===== config.mk =====
export PLATFORM = sky130hd
export DESIGN_NAME = pc_sequencer
export DESIGN_NICKNAME = d
export VERILOG_FILES = /design/src/rtl/rat_pkg.sv /design/src/rtl/pc_sequencer.sv
export SDC_FILE = /design/constraint.sdc
export NUM_CORES = 1
export LEC_CHECK = 0
export ABC_CLOCK_PERIOD_IN_PS = 1200
export BUFFER_PORTS_ARGS = -buffer_cell sky130_fd_sc_hd__buf_2
export CAP_MARGIN = 20
export CORE_AREA = 2 2 39 41
export DETAILED_ROUTE_END_ITERATION = 8
export DIE_AREA = 0 0 41 43
export PLACE_DENSITY = 0.49
export SLEW_MARGIN = 0
export SYNTH_ARGS = -nofsm -noshare
export SYNTH_HDL_FRONTEND = slang
export SYNTH_SLANG_ARGS = --single-unit

===== constraint.sdc =====
create_clock -name CLK -period 1.2 [get_ports CLK]
set_input_delay 0.06 -clock CLK [delete_from_list [all_inputs] [get_ports CLK]]
set_output_delay 0.06 -clock CLK [all_outputs]
set_load 0.005 [all_outputs]

===== src/rtl/rat_pkg.sv =====
// Shared definitions for the program-counter sequencer: flow-control
// opcodes, the sequencer state type and the PC DIN mux encodings.
package rat_pkg;

   // Flow-control opcodes, {ir[17:13], ir[1:0]}
   localparam logic [6:0] BRN   = 7'b0010000;
   localparam logic [6:0] CALL  = 7'b0010001;
   localparam logic [6:0] BREQ  = 7'b0010010;
   localparam logic [6:0] BRNE  = 7'b0010011;
   localparam logic [6:0] BRCS  = 7'b0010100;
   localparam logic [6:0] BRCC  = 7'b0010101;
   localparam logic [6:0] RET   = 7'b0110010;
   localparam logic [6:0] SEI   = 7'b0110100;
   localparam logic [6:0] CLI   = 7'b0110101;
   localparam logic [6:0] RETID = 7'b0110110;
   localparam logic [6:0] RETIE = 7'b0110111;

   typedef enum logic [1:0] {
      ST_INIT  = 2'd0,
      ST_FETCH = 2'd1,
      ST_EXEC  = 2'd2,
      ST_INTR  = 2'd3
   } state_t;

   // PC DIN mux selects
   localparam logic [1:0] SEL_IMMED = 2'd0;
   localparam logic [1:0] SEL_STACK = 2'd1;
   localparam logic [1:0] SEL_VEC   = 2'd2;

endpackage


===== src/rtl/pc_sequencer.sv =====
// Fetch/execute sequencer driving the program counter strobes, the PC DIN
// mux select, the stack push/pop controls and the interrupt entry sequence.
// Every instruction takes FETCH + EXEC; a taken interrupt adds one INTR cycle.
module pc_sequencer
   import rat_pkg::*;
#(
   parameter logic [9:0] INT_VEC = 10'h3FF,
   parameter int         PC_W    = 10
) (
   input  logic       CLK,
   input  logic       RST,
   input  logic [6:0] OPCODE,
   input  logic       C_FLAG,
   input  logic       Z_FLAG,
   input  logic       INTR,
   output logic       PC_RST,
   output logic       PC_LD,
   output logic       PC_INC,
   output logic [1:0] PC_MUX_SEL,
   output logic       SP_INCR,
   output logic       SP_DECR,
   output logic       SCR_WE,
   output logic       I_FLAG,
   output logic       FLG_SHAD_LD,
   output logic       FLG_SHAD_RESTORE
);

   // The vector itself is applied by the downstream DIN mux; here we only
   // guard that it fits the program counter it will be loaded into.
   if ((32'(INT_VEC) >> PC_W) != 32'd0) begin : g_vec_check
      $error("INT_VEC does not fit in PC_W bits");
   end

   state_t state;
   state_t state_nxt;
   logic   i_flag;
   logic   i_flag_nxt;
   logic   int_pend;
   logic   int_take;

   assign I_FLAG = i_flag;

   // State, interrupt-enable flag and accepted-interrupt marker
   always_ff @(posedge CLK) begin
      if (!RST) begin
         state    <= ST_INIT;
         i_flag   <= 1'b0;
         int_pend <= 1'b0;
      end else begin
         state    <= state_nxt;
         i_flag   <= i_flag_nxt;
         int_pend <= int_take;
      end
   end

   // Next state, I_FLAG update and all PC/stack strobes
   always_comb begin
      state_nxt        = ST_INIT;
      i_flag_nxt       = i_flag;
      int_take         = 1'b0;
      PC_RST           = 1'b0;
      PC_LD            = 1'b0;
      PC_INC           = 1'b0;
      PC_MUX_SEL       = SEL_IMMED;
      SP_INCR          = 1'b0;
      SP_DECR          = 1'b0;
      SCR_WE           = 1'b0;
      FLG_SHAD_LD      = 1'b0;
      FLG_SHAD_RESTORE = 1'b0;

      case (state)
         ST_INIT: begin
            PC_RST    = 1'b1;
            state_nxt = ST_FETCH;
         end

         ST_FETCH: begin
            PC_INC    = 1'b1;
            state_nxt = ST_EXEC;
         end

         ST_EXEC: begin
            case (OPCODE)
               BRN:  PC_LD = 1'b1;
               BREQ: PC_LD = Z_FLAG;
               BRNE: PC_LD = !Z_FLAG;
               BRCS: PC_LD = C_FLAG;
               BRCC: PC_LD = !C_FLAG;
               CALL: begin
                  PC_LD   = 1'b1;
                  SP_DECR = 1'b1;
                  SCR_WE  = 1'b1;
               end
               RET: begin
                  PC_LD      = 1'b1;
                  PC_MUX_SEL = SEL_STACK;
                  SP_INCR    = 1'b1;
               end
               RETID, RETIE: begin
                  PC_LD            = 1'b1;
                  PC_MUX_SEL       = SEL_STACK;
                  SP_INCR          = 1'b1;
                  FLG_SHAD_RESTORE = 1'b1;
                  i_flag_nxt       = OPCODE[0];
               end
               SEI: i_flag_nxt = 1'b1;
               CLI: i_flag_nxt = 1'b0;
               default: ;
            endcase
            // The enable seen here is the registered one, so an SEI in
            // this very cycle cannot admit an interrupt until the next EXEC.
            int_take  = INTR && i_flag;
            state_nxt = int_take ? ST_INTR : ST_FETCH;
         end

         ST_INTR: begin
            // Push the already-updated PC and jump to the vector
            PC_LD       = int_pend;
            PC_MUX_SEL  = int_pend ? SEL_VEC : SEL_IMMED;
            SP_DECR     = int_pend;
            SCR_WE      = int_pend;
            FLG_SHAD_LD = int_pend;
            i_flag_nxt  = 1'b0;
            state_nxt   = ST_FETCH;
         end

         default: state_nxt = ST_INIT;
      endcase
   end

endmodule


==> metrics.cfg <==
[status]
outcome = finished with violations
violations = setup timing

[routing]
wl_met1_um = 297
top_layer = met3
final_antenna_net_count = 0
route.met3.wl_um = 75
routed_wl_um = 708
num_vias = 343
dr.pass1.iters = 4
wl_met2_um = 335
post_drt_wl_per_cell_um = 9.32
drc_errors = 0
drt_iter0_markers = 7
routed_via_density = 4.51

[logic_synthesis]
yosys.area_share.simple_pct = 31.5
synthTopCellsByCount = dfxtp_1 (4), inv_1 (4), nor2_1 (4)
synth_mux_area_share_pct = 3.40
avgSynthCellArea_um2 = 8.17
netlist_instances = 36
synth_top_area_cell = dfxtp_1
synth_compound_area_share_pct = 22.1
synthArstFlopShare_pct = 0
synth_edf_count = 0
synth_area_um2 = 294
synth_top_family_by_area = simple AND/OR/NAND/NOR gates
ys_seq_elements = 4
yosys_warnings = 0
synth-xor-area-share_pct = 2.98
synthAdderAreaFrac_pct = 0
syn-num-nets = 48
yosysUniqueCellTypes = 19
synth.top_cell.area_share_pct = 27.2
ys_seq_area_share_pct = 27.2
yosys-top-cells-area = dfxtp_1 (27%), buf_4 (7.7%), nand2b_1 (6.4%)
synth_ff_type = dfxtp_1

[critical_path]
crit_required_ns = 1.14
rrSetupSlack_ns = 0.14
crit_end = SCR_WE
r2r_end = I_FLAG
path_cells = and4bb_2 > nand2b_4 > o41ai_4 > buf_2
critPathLaunchType = flop
critPathKind = flop to output pin
cp_top_family = simple AND/OR/NAND/NOR gates
reg2reg_from = state[1]
crit_path_max_fanout = 3
path_depth = 4
slowest_stage = dfxtp_2
cp_num_buf_inv = 1
critPathLaunch = state[1]
end_kind = output pin
reg2reg_depth = 4
worstPathArrival_ns = 1.27
slowest_delay_ns = 0.31

[finish]
final_core_util_pct = 34.3
fin_cells = 76
syn_to_final_growth_pct = 61.3
drive_gt1_share_pct = 56.7
nNetsFinal = 74
num_antenna_cells = 0

[clocking]
htree_num_levels = 1
cts_buffers = 3
cts_root_buf = clkbuf_4
clockBufferDepth = 2
cts_hold_buf = 0
path_clk_slew_ns = 0.03
clock-sinks = 4
tritoncts = done
clk_latency_ns = 0.23

[timing]
finalMaxSlewViolations = 0
fin_crit_sh_pct = 111
fin_setup_tns_ns = -0.392
setup_viol = 6
worst_slack_ns = -0.127
tightest_slew_ns = 0.421
fin_crit_ns = 1.33
rsz0062_at_grt = yes
max_freq_mhz = 754
final-hold-violation-count = 0
slew_headroom_pct = 71.9
final.setup_skew_ns = 0.000175

[die]
die-area_um2 = 1760
core_area_um2 = 1380
row_count = 14
ios = 23
initial_utilization_pct = 21.2
die_x_um = 41
die_h_um = 43

[place]
gp_congestion = 0.632
io_buffers = 22
hpwl_um = 593
dp_cells = 73

[power_and_ir_drop]
p_per_area_nw_per_um2 = 805
p_leak_nw = 0.269
p_total_uw = 382
peakVddDrop_uv = 334

[global_route]
gr-total-overflow = 0
grt_first_pass_wirelength_um = 945
grt_max_degree = 9
grt_pass1_vias = 260
antenna_found_initial = 0
track_usage_pct = 7.92

[hold_path]
hold_path_class = input port to flop

[job]
cap_violations = 0

## per-stage QoR
| stage | instance area, um2 | hold slack, ns | setup WS [ns] |
|---|---|---|---|
| 2_1_floorplan | 294 | 0.188 | -0.0579 |
| 3_3_place_gp | 417 | 0.330 | 0.0489 |
| 3_5_place_dp | 417 | 0.329 | 0.00878 |
| 4_1_cts | 469 | 0.0884 | -0.142 |
| 5_1_grt | 474 | 0.127 | -0.186 |
| 6_report | 474 | 0.0949 | -0.127 |
## cell usage in the layout (no fill, tap or decap)
cell       synthesis  routed
a21boi_0           1       1
inv_1              4       4
mux2i_1            1       1
nor3b_1            2       1
clkbuf_4           0       3
or2b_1             1       1
buf_2              0      22
o41ai_4            0       1
and4bb_2           1       1
nor3b_2            0       1
nand3_1            3       2
dfxtp_1            4       3
o22ai_1            1       1
xnor2_1            1       1
a211oi_1           1       1
nand3_2            0       1
nor2_1             4       4
dfxtp_2            0       1
buf_4              3       2
o31ai_2            0       1
nand4b_1           1       1
nand2b_1           3       2
a2111oi_1          1       1
nand2b_4           0       1
a21oi_1            2       2
## final cells by class
class / instances / area (um2)
clock buffers: 3 / 22.5
fillers: 156 / 910
multi-input cells: 25 / 210
well taps: 16 / 20.0
repair buffers: 24 / 125
flip-flops and latches: 4 / 81.3
inverters: 4 / 15.0
## state kept, by name, summed over array words and instances, names as in the netlist
| name | cells |
|---|---|
| I_FLAG | 1 |
| int_pend | 1 |
| state | 2 |
## power breakdown
group | internal [mW] | switching, mW | leakage [nW]
clock network | 0.111 | 0.0464 | 0.0138
logic | 0.0421 | 0.0399 | 0.222
registers | 0.139 | 0.00279 | 0.0331
## worst min-delay path, stage by stage
cell and delay [ns]:
buf_2 0.07, inv_1 0.06, nor2_1 0.09
## repair_timing
action / 4_1_cts / 5_1_grt
setup endpoints to repair: 6 / 6
resized for setup: 5 / 1
endpoints found under the hold margin: 0 / 0
setup buffers: 0 / 0
pin swaps: 3 / 1
## logic make-up (layout without fill, tap and decap cells)
family                 count (synthesis)  count (layout)
AND/OR/NAND/NOR                       15              15
AO/OA/AOI/OAI                          8               8
buffers and inverters                  7              31
flip-flops                             4               4
XOR/XNOR                               1               1
multiplexers                           1               1
## worst min-delay path by stage
stage | depth (start not counted) | endpoint | start | slack (ns)
6_report | 3 | state[0] | RST | 0.09
5_1_grt | 3 | state[0] | RST | 0.13
4_1_cts | 3 | state[0] | RST | 0.09
3_5_place_dp | 3 | state[0] | RST | 0.33
3_3_place_gp | 3 | int_pend | RST | 0.33
2_1_floorplan | 1 | SCR_WE | OPCODE[5] | 0.19
## layer usage
metal,global-route usage (%),up-vias
li1,-,176
met1,9.62,151
met2,11.6,16
met3,1.57,0
met4,6.00,0
met5,0,-
No activity file was read; power rests on OpenSTA's default activity.
